--- config.mk ---
export PLATFORM = sky130hd
export DESIGN_NAME = seq_gen
export DESIGN_NICKNAME = d
export VERILOG_FILES = /design/src/rtl/seq_pkg.sv /design/src/rtl/seq_gen.sv
export SDC_FILE = /design/constraint.sdc
export NUM_CORES = 1
export LEC_CHECK = 0
export ABC_AREA = 1
export BUFFER_PORTS_ARGS = -buffer_cell sky130_fd_sc_hd__buf_2
export CAP_MARGIN = 5
export CORE_MARGIN = 10
export CORE_UTILIZATION = 54
export DETAILED_ROUTE_END_ITERATION = 8
export MAX_ROUTING_LAYER = met4
export PLACE_DENSITY = 0.79
export SLEW_MARGIN = 20
export SYNTH_ARGS = -nofsm -noshare
export SYNTH_HDL_FRONTEND = slang
export SYNTH_SLANG_ARGS = --single-unit
--- constraint.sdc ---
create_clock -name clk -period 1.9 [get_ports clk]
set_input_delay 0.095 -clock clk [delete_from_list [all_inputs] [get_ports clk]]
set_output_delay 0.095 -clock clk [all_outputs]
set_load 0.005 [all_outputs]
--- src/rtl/seq_pkg.sv ---
// Shared definitions for the sequence generator and the sequence detector:
// symbol table, sequence length and the common FSM state encoding.
package seq_pkg;

    localparam logic [7:0] SYM_ONE   = 8'h31;
    localparam logic [7:0] SYM_TWO   = 8'h32;
    localparam logic [7:0] SYM_THREE = 8'h33;

    localparam int SEQ_LEN = 5;

    localparam logic [2:0] ST_IDLE = 3'd0;
    localparam logic [2:0] ST_SYM0 = 3'd1;
    localparam logic [2:0] ST_SYM1 = 3'd2;
    localparam logic [2:0] ST_SYM2 = 3'd3;
    localparam logic [2:0] ST_SYM3 = 3'd4;
    localparam logic [2:0] ST_SYM4 = 3'd5;
    localparam logic [2:0] ST_DONE = 3'd6;

    typedef enum logic [2:0] {
        S_IDLE = ST_IDLE,
        S_SYM0 = ST_SYM0,
        S_SYM1 = ST_SYM1,
        S_SYM2 = ST_SYM2,
        S_SYM3 = ST_SYM3,
        S_SYM4 = ST_SYM4,
        S_DONE = ST_DONE
    } state_e;

    // Table entry for sequence position 0..4: "1","2","1","3","1".
    function automatic logic [7:0] seq_symbol(input logic [2:0] index);
        logic [7:0] sym;
        case (index)
            3'd1:    sym = SYM_TWO;
            3'd3:    sym = SYM_THREE;
            default: sym = SYM_ONE;
        endcase
        return sym;
    endfunction

endpackage

--- src/rtl/seq_gen.sv ---
// Symbol sequence generator: emits "1","2","1","3","1" count times over a
// valid/ready stream, then pulses done for one cycle.
module seq_gen
    import seq_pkg::*;
#(
    parameter int                    DATA_WIDTH  = 8,
    parameter logic [DATA_WIDTH-1:0] IDLE_SYMBOL = {DATA_WIDTH{1'b0}}
) (
    input  logic                  clk,
    input  logic                  reset_n,
    input  logic                  start,
    input  logic [3:0]            count,
    input  logic                  out_ready,
    output logic [DATA_WIDTH-1:0] out_symbol,
    output logic                  out_valid,
    output logic                  busy,
    output logic                  done
);

    state_e                r_state;
    logic [3:0]            r_cnt;
    logic [DATA_WIDTH-1:0] r_out_symbol;
    logic                  r_out_valid;
    logic                  r_busy;
    logic                  r_done;

    function automatic logic [DATA_WIDTH-1:0] sym_at(input logic [2:0] index);
        return DATA_WIDTH'(seq_symbol(index));
    endfunction

    // FSM with registered outputs; outputs are loaded alongside the next state.
    always_ff @(posedge clk or negedge reset_n) begin
        if (!reset_n) begin
            r_state      <= S_IDLE;
            r_cnt        <= 4'd0;
            r_out_symbol <= IDLE_SYMBOL;
            r_out_valid  <= 1'b0;
            r_busy       <= 1'b0;
            r_done       <= 1'b0;
        end else begin
            case (r_state)
                S_IDLE: begin
                    if (start) begin
                        r_busy <= 1'b1;
                        if (count != 4'd0) begin
                            r_state      <= S_SYM0;
                            r_cnt        <= count;
                            r_out_valid  <= 1'b1;
                            r_out_symbol <= sym_at(3'd0);
                        end else begin
                            r_state <= S_DONE;
                            r_done  <= 1'b1;
                        end
                    end else begin
                        r_busy <= 1'b0;
                        r_done <= 1'b0;
                    end
                end
                S_SYM0, S_SYM1, S_SYM2, S_SYM3: begin
                    // SYMn has encoding n+1, which is also the index of the next symbol.
                    if (out_ready) begin
                        r_state      <= state_e'(r_state + 3'd1);
                        r_out_symbol <= sym_at(r_state);
                    end else begin
                        r_state <= r_state;
                    end
                end
                S_SYM4: begin
                    if (out_ready) begin
                        r_cnt <= r_cnt - 4'd1;
                        if (r_cnt != 4'd1) begin
                            r_state      <= S_SYM0;
                            r_out_symbol <= sym_at(3'd0);
                        end else begin
                            r_state      <= S_DONE;
                            r_out_valid  <= 1'b0;
                            r_out_symbol <= IDLE_SYMBOL;
                            r_done       <= 1'b1;
                        end
                    end else begin
                        r_state <= r_state;
                    end
                end
                S_DONE: begin
                    r_state <= S_IDLE;
                    r_busy  <= 1'b0;
                    r_done  <= 1'b0;
                end
                default: begin
                    r_state      <= S_IDLE;
                    r_cnt        <= 4'd0;
                    r_out_symbol <= IDLE_SYMBOL;
                    r_out_valid  <= 1'b0;
                    r_busy       <= 1'b0;
                    r_done       <= 1'b0;
                end
            endcase
        end
    end

    assign out_symbol = r_out_symbol;
    assign out_valid  = r_out_valid;
    assign busy       = r_busy;
    assign done       = r_done;

endmodule

==> results.txt, run 1 <==
worst endpoint required time -> 2.12 ns
GP Congestion -> 0.868
Hold Path Cell Cnt -> 5
switch share -> 0.501
min cycle time layout -> 1.73 ns
Starting Density -> 0.578
Clk Latency, worst-skew pair -> 0.29 ns
cells after synthesis -> 143
Final setup viols -> 0
core footprint -> 0.00175 mm²
leakage power -> 0.625 nW
Final nets -> 176
Seq pwr share -> 0.274
Critical Path Source Type -> register
Detailed Place HPWL -> 1770 µm
clock slew at reported path FFs -> 0.09 ns
most frequent cells in the layout -> 54 x nand2_1, 14 x nor2_1, 14 x buf_2
Die Footprint -> 0.00400 mm²
clock power share -> 0.106
largest net degree at the start of global routing -> 14
CP Class -> register to register
DR pass1 iterations -> 5
H-tree levels -> 1
setup TNS -> 0 ns
Area growth syn-to-layout -> 11.0%
CTS Buf Count -> 3
ANT nets after route -> 0
Die Y -> 63.2 µm
# resized after CTS -> 0
fmax -> 578 MHz
CTS max path bufs -> 2
Cell Pwr Density -> 1590 mW/mm²
Port Buf Inserts -> 14
Logic pwr share -> 0.620
unrepaired setup endpoints after global routing -> no
CP Max Fanout -> 6
post-synthesis sequential area ratio -> 0.323
number of remaining DRC errors -> 0
clock root buffer -> clkbuf_4
non-filler instance count after layout -> 185
final hold viol count -> 0
Reg2Reg Depth -> 7
CP max stage cell -> dfrtp_1
Cell Int Power -> 0.886 mW
Core Rows -> 15
P_sw -> 0.891 mW
count of different cell masters after synthesis -> 19
Worst Setup End Kind -> register
CTS Sinks -> 13
commonest non-fill, non-tap cell in the layout -> nand2_1
placed insts -> 180
CP Cell Sequence -> ha_1 > ha_1 > a21oi_1 > nand3_1 > nand2_2 > nand2_1 > o21ai_0
initial DRC count -> 57
share of layout cells above drive strength 1 -> 0.169
Worst IR Drop VDD -> 0.763 mV
CP peak stage delay -> 0.43 ns
CP Data Arrival Time -> 1.95 ns
CTS tree -> yes
GRT overflow -> 0
Via density -> 5.08
syn_area_per_cell -> 7.05 µm²
DR WL/cell -> 12.1 µm
Clock Skew -> 0.00607 ns
via count -> 939
synthesized flop and latch total -> 13
total power -> 1.78 mW
crit-path most repeated cell -> ha_1
chip width -> 63.2 µm
initial antenna violation count -> 0
first-pass GRT wire length -> 3800 µm
outcome -> finished clean
gr usage total -> 0.118
Ports -> 19
Cell Area, Synth -> 0.00101 mm²
vias in the first global route -> 889
synth warn -> 0
maxcap violations -> 0
final WL -> 2240 µm
n_diodes -> 0
fin crit share -> 0.910
Worst Hold Class -> input port to register
fin. max-slew vios -> 0
[worst max-delay path: cells and delay by family, from the launching register on]
kind,cells,cell delay (ns)
compound gates,2,0.35
fa+ha+maj,2,0.44
flops,1,0.43
simple gates,3,0.43
[synth_stat cells, drive strengths merged]
| cell type | n | share of area |
|---|---|---|
| nand3 | 10 | 0.050 |
| inv | 15 | 0.068 |
| a21oi | 4 | 0.020 |
| nand4 | 5 | 0.031 |
| nand2 | 59 | 0.27 |
| buf | 5 | 0.037 |
| nor2 | 15 | 0.063 |
| ha | 7 | 0.087 |
| o21ai | 9 | 0.048 |
| dfrtp | 13 | 0.32 |
| conb | 1 | 0.0037 |
[layer usage]
layer	part of all wire	GRT usage
met1	0.44	0.133
met2	0.43	0.178
met3	0.11	0.0424
met4	0.020	0.0628
met5	0	-
[path summary, 6_finish.rpt]
| path | slack, ns | to | startpoint |
|---|---|---|---|
| setup / recovery | 0.17 | r_state[1] | r_state[0] |
| hold / removal | 0.14 | r_cnt[2] | count[2] |
| setup reg to reg | 0.17 | r_state[1] | r_state[0] |
| hold reg to reg | 0.47 | out_valid | out_valid |
| max in group asynchronous | 1.47 | r_cnt[0] | reset_n |
| min in group asynchronous | 0.20 | busy | reset_n |
[registers in the layout, indices dropped and copies added (netlist names)]
register,count
r_cnt,4
busy,1
out_symbol,3
out_valid,1
done,1
r_state,3
[repair_timing]
action | 4_1_cts | 5_1_grt
endpoints found under the hold margin | 13 | 0
endpoints found under the setup margin | 0 | 0
hold buffers | 1 | 0
buffers inserted | 0 | 0
[layout make-up]
| type | count | area [µm²] |
|---|---|---|
| Clock buffer | 4 | 26.3 |
| Fill cell | 151 | 626 |
| Inverter | 15 | 68.8 |
| Multi-Input combinational cell | 113 | 588 |
| Sequential cell | 13 | 325 |
| Tap cell | 25 | 31.3 |
| Timing Repair Buffer | 15 | 80.1 |
[cell families (layout without fill, tap and decap cells)]
family                   after synthesis  in the layout  share of synthesized area
buffers and inverters                 20             34                      0.105
adder cells (fa/ha/maj)                7              7                     0.0868
flip-flops                            13             13                      0.323
AND/OR/NAND/NOR                       89             89                      0.413
AO/OA/AOI/OAI                         13             13                     0.0682
other                                  1              4                    0.00372
[through the flow]
stage,hold slack [ns],worst slack [ns],area [µm²],util
floorplan,-0.201,0.400,1020,-
detailed placement,-0.00365,0.206,1080,0.621
global placement,-0.00456,0.233,1080,0.621
global route,0.148,0.0211,1120,0.642
CTS,0.131,0.183,1120,0.642
finish,0.135,0.171,1120,0.642
[power by group through the flow]
stage	combinational, mW	clock [mW]	sequential (mW)
detailed placement	1.09	0	0.490
global route	1.26	0.205	0.504
floorplan	0.871	0	0.480
global placement	1.09	0	0.483
finish	1.10	0.189	0.486
CTS	1.10	0.192	0.484
No activity file was read; power rests on OpenSTA's default activity.
==> inputs of run 2 (changes only) <==
--- a/config.mk
+++ b/config.mk
@@ -5,14 +5,14 @@
 export SDC_FILE = /design/constraint.sdc
 export NUM_CORES = 1
 export LEC_CHECK = 0
-export ABC_AREA = 1
+export ABC_AREA = 0
 export BUFFER_PORTS_ARGS = -buffer_cell sky130_fd_sc_hd__buf_2
 export CAP_MARGIN = 5
 export CORE_MARGIN = 10
-export CORE_UTILIZATION = 54
+export CORE_UTILIZATION = 55
 export DETAILED_ROUTE_END_ITERATION = 8
 export MAX_ROUTING_LAYER = met4
-export PLACE_DENSITY = 0.79
+export PLACE_DENSITY = 0.8
 export SLEW_MARGIN = 20
 export SYNTH_ARGS = -nofsm -noshare
 export SYNTH_HDL_FRONTEND = slang
==> run 2 against run 1 <==
Non-clock buffer count grew 16. Register-to-register slack lost 0.16 ns. Combinational power grew 58%. Global-route usage grew 1.5 points. Clock-buffer cell count is the same. Worst hold slack gained 0.020 ns. Critical endpoint is now out_symbol[4]. Largest cell class unchanged. Highest routed layer unchanged.
==> results.txt, run 2 <==
Worst slew margin -> 0.581
CP Data Arrival Time -> 2.06 ns (was 1.95 ns)
GP Congestion -> 0.904 (was 0.868)
Worst Setup End Kind -> register (unchanged)
Clock Skew -> 0.00751 ns (was 0.00607 ns)
CTS Buf Count -> 3 (unchanged)
CP Max Fanout -> 5 (was 6)
Ports -> 19 (unchanged)
number of remaining DRC errors -> 0 (unchanged)
Cell Pwr Density -> 1810 mW/mm² (was 1590 mW/mm²)
DR pass1 iterations -> 4 (was 5)
core footprint -> 0.00192 mm² (was 0.00175 mm²)
Synth top area share -> 0.296 (was 0.323)
share of layout cells above drive strength 1 -> 0.376 (was 0.169)
GRT overflow -> 0 (unchanged)
clock root buffer -> clkbuf_4 (unchanged)
clock slew at reported path FFs -> 0.09 ns (about the same)
Worst IR Drop VDD -> 0.972 mV (was 0.763 mV)
final hold viol count -> 0 (unchanged)
CP max stage cell -> or4_4 (was dfrtp_1)
CP Class -> register to register (unchanged)
largest net degree at the start of global routing -> 18 (was 14)
most common library cells after synthesis -> 13 x dfrtp_1, 11 x inv_1, 8 x buf_4 (was 54 x nand2_1, 14 x nor2_1, 13 x dfrtp_1)
fin crit share -> 0.995 (was 0.910)
most frequent cells in the layout -> 16 x buf_4, 14 x buf_2, 12 x dfrtp_1 (was 54 x nand2_1, 14 x nor2_1, 14 x buf_2)
leakage power -> 0.617 nW (was 0.625 nW)
Reg2Reg Setup Slack -> 0.009 ns (was 0.17 ns)
number of enable flip-flop cells after synthesis -> 0 (unchanged)
vias in the first global route -> 1,028 (was 889)
initial DRC count -> 39 (was 57)
Post-synth ARST share -> 1.00 (unchanged)
Final nets -> 157 (was 176)
Area growth syn-to-layout -> 22.0% (was 11.0%)
count leader, synth -> dfrtp_1 (was nand2_1)
Detailed Place HPWL -> 2140 µm (was 1770 µm)
count of different cell masters after synthesis -> 49 (was 19)
worst endpoint required time -> 2.07 ns (was 2.12 ns)
Port Buf Inserts -> 14 (unchanged)
fin. max-slew vios -> 0 (unchanged)
ANT nets after route -> 0 (unchanged)
outcome -> finished clean (unchanged)
n_diodes -> 0 (unchanged)
final WL -> 2700 µm (was 2240 µm)
Reg with most FFs -> r_cnt (unchanged)
top_reg_cell synth -> dfrtp_1 (unchanged)
Die Y -> 64.7 µm (was 63.2 µm)
gr usage total -> 0.132 (was 0.118)
Clk Latency, worst-skew pair -> 0.27 ns (was 0.29 ns)
synthesized flop and latch total -> 13 (unchanged)
synth warn -> 0 (unchanged)
unrepaired setup endpoints after global routing -> yes (was no)
Cell Area, Synth -> 0.00110 mm² (was 0.00101 mm²)
post-synthesis sequential area ratio -> 0.296 (was 0.323)
Critical Path Source Type -> register (unchanged)
commonest non-fill, non-tap cell in the layout -> buf_4 (was nand2_1)
CP Cell Sequence -> ha_2 > ha_4 > or4_4 > o31ai_4 > nand3_2 > mux2_4 (was ha_1 > ha_1 > a21oi_1 > nand3_1 > nand2_2 > nand2_1 > o21ai_0)
CTS max path bufs -> 2 (unchanged)
CP peak stage delay -> 0.49 ns (was 0.43 ns)
maxcap violations -> 0 (unchanged)
Worst Hold Class -> input port to register (unchanged)
main area contributors after synthesis -> dfrtp_1 30%, ha_1 8.0%, buf_4 5.5%, inv_1 3.8%, mux2i_1 3.6% (was dfrtp_1 32%, nand2_1 20%, ha_1 8.7%, nor2_1 5.2%, nand3_1 5.0%)
syn_area_per_cell -> 9.63 µm² (was 7.05 µm²)
Core Rows -> 16 (was 15)
min cycle time layout -> 1.89 ns (was 1.73 ns)
first-pass GRT wire length -> 4500 µm (was 3800 µm)
fmax -> 529 MHz (was 578 MHz)
Setup WS post-layout -> 0.00908 ns (was 0.171 ns)
CTS Sinks -> 13 (unchanged)
max FFs per register -> 4 (unchanged)
dpl ws -> -0.0144 ns (was 0.206 ns)
initial antenna violation count -> 0 (unchanged)
chip width -> 64.7 µm (was 63.2 µm)
slew at the pin with the worst max-slew slack -> 0.621 ns
Yosys top cell by area -> dfrtp_1 (unchanged)
CTS tree -> yes (unchanged)
Via density -> 5.89 (was 5.08)
H-tree levels -> 1 (unchanged)
Final setup viols -> 0 (unchanged)
Die Footprint -> 0.00418 mm² (was 0.00400 mm²)
Starting Density -> 0.571 (was 0.578)
total power -> 2.42 mW (was 1.78 mW)
via count -> 989 (was 939)
DR WL/cell -> 16.1 µm (was 12.1 µm)
cells after synthesis -> 114 (was 143)
## run 2: changes by cell type in the layout (fill, tap and decap cells not counted), sizes merged, moves of 3 or more
cell and change:
nand3 -8, mux2i +4, inv -3, mux2 +3
nand4 -5, nand2 -56, nor2 -8, buf +16
o21ai -6, nand2b +4, nor3 +4
## run 2: cells by family after synthesis
family                     synth area share
AOI/OAI and AO/OA                     0.279
muxes                                0.0741
adders and majority gates            0.0798
other                               0.00342
buffers and inverters                 0.114
and+or+nand+nor                       0.153
DFF                                   0.296
## run 2: per-layer routing
metal | global-route usage | vias to the layer above | wire [µm]
met3 | 0.0361 | 4 | 155
met5 | - | - | 0
li1 | - | 471 | -
met1 | 0.158 | 481 | 1150
met2 | 0.214 | 33 | 1360
met4 | 0.0348 | 0 | 35
## run 2: power by group
group / leakage [nW] / internal, mW / switching, mW
combinational: 0.441 / 0.860 / 0.879
clock: 0.0150 / 0.0812 / 0.0932
sequential: 0.161 / 0.408 / 0.0962
## run 2: worst max-delay path: cells and delay by family, from the launching register on
family	cells	cell delay [ns]
multiplexers	1	0.26
adder cells (fa/ha/maj)	2	0.38
flip-flops	1	0.44
AND/OR/NAND/NOR	2	0.59
AO/OA/AOI/OAI	1	0.11
## run 2: worst paths after layout
kind / startpoint / endpoint / depth (start not counted)
min reg2reg: out_symbol[0] / out_symbol[0] / 1
min in group asynchronous: reset_n / r_cnt[2] / 2
max: r_state[0] / out_symbol[4] / 6
min: count[3] / r_cnt[3] / 3
max in group asynchronous: reset_n / r_state[0] / 2
max reg2reg: r_state[0] / out_symbol[4] / 6
## run 2: stage by stage
step / hold WS, ns / instances / setup TNS [ns] / utilization / instance area, µm²
5_1_grt: 0.190 / 168 / -0.101 / 0.697 / 1340
3_5_place_dp: 0.00364 / 162 / -0.0144 / 0.649 / 1250
4_1_cts: 0.157 / 168 / 0 / 0.673 / 1290
6_report: 0.155 / 168 / 0 / 0.697 / 1340
2_1_floorplan: -0.201 / 117 / 0 / - / 1110
3_3_place_gp: 0.00240 / 162 / 0 / 0.649 / 1250
## run 2: area by class of cell
| cell class | instances | area [µm²] |
|---|---|---|
| timing repair buffer | 31 | 200 |
| tap | 27 | 33.8 |
| sequential | 13 | 327 |
| clock buffer | 4 | 26.3 |
| multi-input combinational | 81 | 707 |
| inverter | 12 | 45.0 |
| fill | 155 | 583 |
## run 2: timing repair
item,CTS,global route
setup endpoints to repair,3,10
buffers inserted,1,0
pin swaps,0,1
hold buffers,1,0
hold endpoints to repair,13,0
gates resized for setup,1,9
